--- src/rtl/unidade_controle_multiciclo.sv ---
// Multicycle processor control unit: sequences T0..T3 and drives the
// datapath enables, ALU operation and the single bus-source select.
module unidade_controle_multiciclo #(
    parameter int IR_W = 16
) (
    input  logic            Clock,
    input  logic            Reset,
    input  logic            Run,
    input  logic [IR_W-1:0] IR,
    input  logic            Gnz,
    output logic            IRin,
    output logic [7:0]      Rin,
    output logic [7:0]      Rout,
    output logic            Ain,
    output logic            Gin,
    output logic            Gout,
    output logic            DINout,
    output logic [2:0]      ula_op,
    output logic            Done,
    output logic [1:0]      Tstep
);

    typedef enum logic [1:0] {
        T0 = 2'd0,
        T1 = 2'd1,
        T2 = 2'd2,
        T3 = 2'd3
    } state_t;

    localparam logic [2:0] OP_MV   = 3'b000;
    localparam logic [2:0] OP_MVI  = 3'b001;
    localparam logic [2:0] OP_ADD  = 3'b010;
    localparam logic [2:0] OP_SUB  = 3'b011;
    localparam logic [2:0] OP_AND  = 3'b100;
    localparam logic [2:0] OP_OR   = 3'b101;
    localparam logic [2:0] OP_SLT  = 3'b110;
    localparam logic [2:0] OP_MVNZ = 3'b111;

    localparam logic [2:0] ULA_ADD = 3'b000;
    localparam logic [2:0] ULA_SUB = 3'b001;
    localparam logic [2:0] ULA_AND = 3'b010;
    localparam logic [2:0] ULA_OR  = 3'b011;
    localparam logic [2:0] ULA_SLT = 3'b100;

    state_t state, state_nxt;

    logic [2:0] opcode;
    logic [2:0] rx;
    logic [2:0] ry;
    logic [7:0] rx_oh;
    logic [7:0] ry_oh;
    logic       is_alu;
    logic       unused_ir;

    assign opcode    = IR[IR_W-1:IR_W-3];
    assign rx        = IR[IR_W-4:IR_W-6];
    assign ry        = IR[IR_W-7:IR_W-9];
    assign unused_ir = ^IR[IR_W-10:0];

    assign rx_oh = 8'd1 << rx;
    assign ry_oh = 8'd1 << ry;

    always_comb begin
        is_alu = 1'b0;
        unique case (opcode)
            OP_ADD, OP_SUB, OP_AND,
            OP_OR, OP_SLT: is_alu = 1'b1;
            default:       is_alu = 1'b0;
        endcase
    end

    always_ff @(posedge Clock) begin
        if (Reset) state <= T0;
        else       state <= state_nxt;
    end

    // Outputs are combinational; Reset masks every one of them in-cycle
    always_comb begin
        state_nxt = state;
        IRin      = 1'b0;
        Rin       = 8'd0;
        Rout      = 8'd0;
        Ain       = 1'b0;
        Gin       = 1'b0;
        Gout      = 1'b0;
        DINout    = 1'b0;
        ula_op    = ULA_ADD;
        Done      = 1'b0;

        unique case (state)
            T0: begin
                if (Run) begin
                    IRin      = 1'b1;
                    state_nxt = T1;
                end else begin
                    state_nxt = T0;
                end
            end
            T1: begin
                if (is_alu) begin
                    Rout      = rx_oh;
                    Ain       = 1'b1;
                    state_nxt = T2;
                end else begin
                    Done      = 1'b1;
                    state_nxt = T0;
                    unique case (opcode)
                        OP_MV: begin
                            Rout = ry_oh;
                            Rin  = rx_oh;
                        end
                        OP_MVI: begin
                            DINout = 1'b1;
                            Rin    = rx_oh;
                        end
                        OP_MVNZ: begin
                            if (Gnz) begin
                                Rout = ry_oh;
                                Rin  = rx_oh;
                            end
                        end
                        default: begin
                            Rout = 8'd0;
                        end
                    endcase
                end
            end
            T2: begin
                if (is_alu) begin
                    Rout      = ry_oh;
                    Gin       = 1'b1;
                    state_nxt = T3;
                    unique case (opcode)
                        OP_ADD:  ula_op = ULA_ADD;
                        OP_SUB:  ula_op = ULA_SUB;
                        OP_AND:  ula_op = ULA_AND;
                        OP_OR:   ula_op = ULA_OR;
                        OP_SLT:  ula_op = ULA_SLT;
                        default: ula_op = ULA_ADD;
                    endcase
                end else begin
                    state_nxt = T0;
                end
            end
            T3: begin
                if (is_alu) begin
                    Gout = 1'b1;
                    Rin  = rx_oh;
                    Done = 1'b1;
                end
                state_nxt = T0;
            end
            default: state_nxt = T0;
        endcase

        if (Reset) begin
            IRin   = 1'b0;
            Rin    = 8'd0;
            Rout   = 8'd0;
            Ain    = 1'b0;
            Gin    = 1'b0;
            Gout   = 1'b0;
            DINout = 1'b0;
            ula_op = ULA_ADD;
            Done   = 1'b0;
        end
    end

    assign Tstep = Reset ? 2'd0 : state;

endmodule

--- config.mk ---
export PLATFORM = sky130hd
export DESIGN_NAME = unidade_controle_multiciclo
export DESIGN_NICKNAME = d
export VERILOG_FILES = /design/src/rtl/unidade_controle_multiciclo.sv
export SDC_FILE = /design/constraint.sdc
export NUM_CORES = 1
export LEC_CHECK = 0
export BUFFER_PORTS_ARGS = -buffer_cell sky130_fd_sc_hd__buf_4
export CORE_MARGIN = 10
export CORE_UTILIZATION = 35
export DETAILED_ROUTE_END_ITERATION = 8
export GPL_TIMING_DRIVEN = 0
export PLACE_DENSITY_LB_ADDON = 0.08
export SLEW_MARGIN = 5
export SYNTH_ARGS = -nofsm -noshare
export SYNTH_HDL_FRONTEND = slang
export SYNTH_SLANG_ARGS = --single-unit
--- constraint.sdc ---
create_clock -name Clock -period 2.2 [get_ports Clock]
set_input_delay 0.11 -clock Clock [delete_from_list [all_inputs] [get_ports Clock]]
set_output_delay 0.11 -clock Clock [all_outputs]
set_load 0.02 [all_outputs]
==> flow_metrics.tcl <==
set metrics [dict create \
    post-route-period-util_pct 92.8 \
    total_power_uw 230 \
    reg_top3 "state x2" \
    asyncSetResetFlopFracSynth_pct 0 \
    sequentialPowerShare_pct 16.9 \
    p_comb_share_pct 47.7 \
    count_of_hold_fix_buffers_inserted_at_cts 0 \
    hpwlAfterDp_microns 1910 \
    ys_ff_latch 2 \
    final_max_slew_viol_count 0 \
    die-width_microns 65.0 \
    vias_per_cell 5.46 \
    area_growth_pct 48.1 \
    final_hold_viol_count 0 \
    mapped_nets 113 \
    cts_inserted_buffers 3 \
    final_replace_weighted_congestion 0.851 \
    max_freq_mhz 490 \
    wire_per_inst_microns 14.8 \
    crit_arrival_ps 1930 \
    synthesis.instances 89 \
    postCtsResizedCells 0 \
    timing_worst_setup_path_type "register to output port" \
    critical_path.startpoint_type "register" \
    synth.area.mux_share_pct 1.41 \
    yosysWarnings 0 \
    grt_remaining_overflow 0 \
    grt_start_max_net_pins 11 \
    later_pin_clock_latency_in_the_skew_report_ps 220 \
    first_global_vias 845 \
    num-fill-cells 208 \
    ant_nets 0 \
    synth-edff-count 0 \
    timing.hold.worst.class "input port to register" \
    clkSlewWorstSetupHoldPaths_ps 30 \
    flip_flop_count_of_the_largest_register_after_layout 2 \
    cts_post_setup_buffers_inserted 0 \
    switching_share_pct 37.7 \
    dominant_combinational_cell_family_by_area_after_synthesis "simple AND/OR/NAND/NOR gates" \
    synth.top_cells.by_area "sky130_fd_sc_hd__o211ai_1 (8.5%), sky130_fd_sc_hd__ha_1 (7.1%), sky130_fd_sc_hd__nor3_2 (7.1%)" \
    max-slew-margin-rel_pct 64.8 \
    routed-via-count 852 \
    worstPathRequired_ps 2090 \
    xor_xnor_fraction_of_synth_area_pct 1.24 \
    grt_first_pass_wirelength_microns 3540 \
    nets 155 \
    setup-tns-final_ps 0 \
    status "finished clean" \
    power_switching_uw 86.8 \
    timing.critical_path.to_type "output port" \
    synth.most_common_cell "sky130_fd_sc_hd__o211ai_1" \
    die-height_microns 65.0 \
    cp_slowest_stage_delay_ps 480 \
    quantity_of_i_o_buffers_inserted_on_ports 37 \
    worst-path-max-fanout 9 \
    number_of_unique_standard_cell_types_used_by_synthesis 38 \
    mappedNetlistArea_sq_um 708 \
    grt_setup_unrepaired "no" \
    regMostFlops "state" \
    clock_tree.htree_level_count 1 \
    ys_seq_area_share_pct 5.65 \
    yosys-top-cells-count "sky130_fd_sc_hd__o211ai_1 (8), sky130_fd_sc_hd__nor2_1 (6), sky130_fd_sc_hd__nor3_2 (5), sky130_fd_sc_hd__nor3b_1 (5)" \
    power.clock.fraction_pct 35.3 \
    synth_largest_area_cell "sky130_fd_sc_hd__o211ai_1" \
    clkSinkCount 2 \
    antenna_found_initial 0 \
    synth_compound_area_share_pct 26.9 \
    finalCriticalPeriod_ps 2040 \
    placed_cell_area_sq_um 1020 \
    route.detailed.drc 0 \
    cap_violations 0 \
    boundaryPins 47 \
    antennaDiodeCount 0 \
    cts.path.max_buffers 2 \
    power_density_nw_per_um2 220 \
    avgSynthCellArea_sq_um 7.96 \
    p_int_uw 144 \
    p_leak_nw 0.423 \
    drt_first_iter_violations 20 \
    core_outline_area_sq_um 1940 \
    netlist.area_leader.share_pct 8.48 \
    synth_ff_type "sky130_fd_sc_hd__dfxtp_1" \
    adder_cell_share_of_the_synthesized_area_pct 7.07 \
    timing.final.setup_violations 0 \
    die-area_sq_um 4220 \
    stdcell_area_sq_um 1050 \
    count_of_buffer_and_inverter_cells_on_the_critical_path 2 \
    finalClockSkew_ps 1.69 \
    ctsRootBufferMaster "sky130_fd_sc_hd__clkbuf_4" \
    path_cells "inv_1, ha_1, and4_4, a211oi_4, nor3_2, buf_4" \
    timing.critical_path.max_delay_family "compound AO/OA/AOI/OAI gates" \
    max-vdd-ir-drop_mv 0.337 \
    tightest_slew_ps 527 \
    rows 16 \
    totalWireLength_microns 2300 \
    track_usage_pct 9.51 \
    tritoncts "built" \
    dr.pass1.iters 4 \
    critPathSlowestCell "sky130_fd_sc_hd__a211oi_4" \
    start_util_pct 36.5 \
    synthSimpleGateAreaFrac_pct 52.1 \
    post_route_cells_drive_above_1_share_pct 45.7 \
]
power groups by stage:
stage | registers, mW | clock network, mW | logic (mW)
after floorplan | 0.0393 | 0 | 0.0668
after global placement | 0.0395 | 0 | 0.106
after detailed placement | 0.0395 | 0 | 0.109
after CTS | 0.0390 | 0.0839 | 0.109
after global routing | 0.0392 | 0.0857 | 0.120
final | 0.0390 | 0.0814 | 0.110
layout by cell type, fill, tap and decap left out, types with 2 or more instances in the layout:
cell,n
sky130_fd_sc_hd__nand4b_1,2
sky130_fd_sc_hd__inv_1,3
sky130_fd_sc_hd__nor4bb_1,3
sky130_fd_sc_hd__a211oi_4,2
sky130_fd_sc_hd__buf_2,2
sky130_fd_sc_hd__o21ai_0,4
sky130_fd_sc_hd__nor3_2,5
sky130_fd_sc_hd__nand4_1,3
sky130_fd_sc_hd__ha_1,4
sky130_fd_sc_hd__nand3b_1,2
sky130_fd_sc_hd__nor3b_1,5
sky130_fd_sc_hd__o211ai_1,8
sky130_fd_sc_hd__nor2_1,6
sky130_fd_sc_hd__clkbuf_4,3
sky130_fd_sc_hd__and3b_1,2
sky130_fd_sc_hd__dfxtp_1,2
sky130_fd_sc_hd__nand2_1,4
sky130_fd_sc_hd__a21oi_1,2
sky130_fd_sc_hd__o22ai_1,4
sky130_fd_sc_hd__buf_4,37
sky130_fd_sc_hd__nor3b_2,3
sky130_fd_sc_hd__nand3_1,4
layout make-up:
class	instances	area (sq um)	share of cell area [%]
plain buffers	4	25.0	2.39
clock buffers	3	22.5	2.15
inverters	4	15.0	1.43
multi-input cells	79	634	60.5
flip-flops and latches	2	40.0	3.82
well taps	27	33.8	3.22
repair buffers	37	278	26.5
per-stage QoR:
stage	hold slack [ps]	worst slack [ps]	utilization (%)	cells
after floorplan	276	455	-	89
after global placement	389	405	52.5	153
after detailed placement	427	372	52.5	153
after CTS	194	134	53.7	156
after global routing	221	18.4	54.0	156
final	194	158	54.0	156
worst register-to-register path, cell delays in order, from the launching register on:
cell and delay [ps]:
sky130_fd_sc_hd__dfxtp_1 320, sky130_fd_sc_hd__inv_1 100, sky130_fd_sc_hd__ha_1 310, sky130_fd_sc_hd__nand4b_1 130
sky130_fd_sc_hd__a21oi_1 170
per-layer routing:
metal  track usage, %  up-vias  wire [microns]
li1                 -      435               -
met1             10.8      387            1040
met2             17.0       30            1070
met3             2.58        0             193
met4             2.41        0               0
met5                0        -               0
cells by family after synthesis:
logic type      count (synthesis)
buf+inv                         8
flops                           2
compound gates                 23
xor+xnor                        1
simple gates                   50
fa+ha+maj                       4
mux                             1
worst paths after layout:
path                                     startpoint             endpoint  slack (ps)  depth (start not counted)
worst min register to register  state[1]$_SDFF_PP0_  state[1]$_SDFF_PP0_         750                          3
worst max register to register  state[0]$_SDFF_PP0_  state[0]$_SDFF_PP0_        1090                          4
worst max-delay path            state[1]$_SDFF_PP0_               Rin[0]         160                          6
worst min-delay path                            Run  state[0]$_SDFF_PP0_         190                          3
Power figures use the tool's default switching activity.
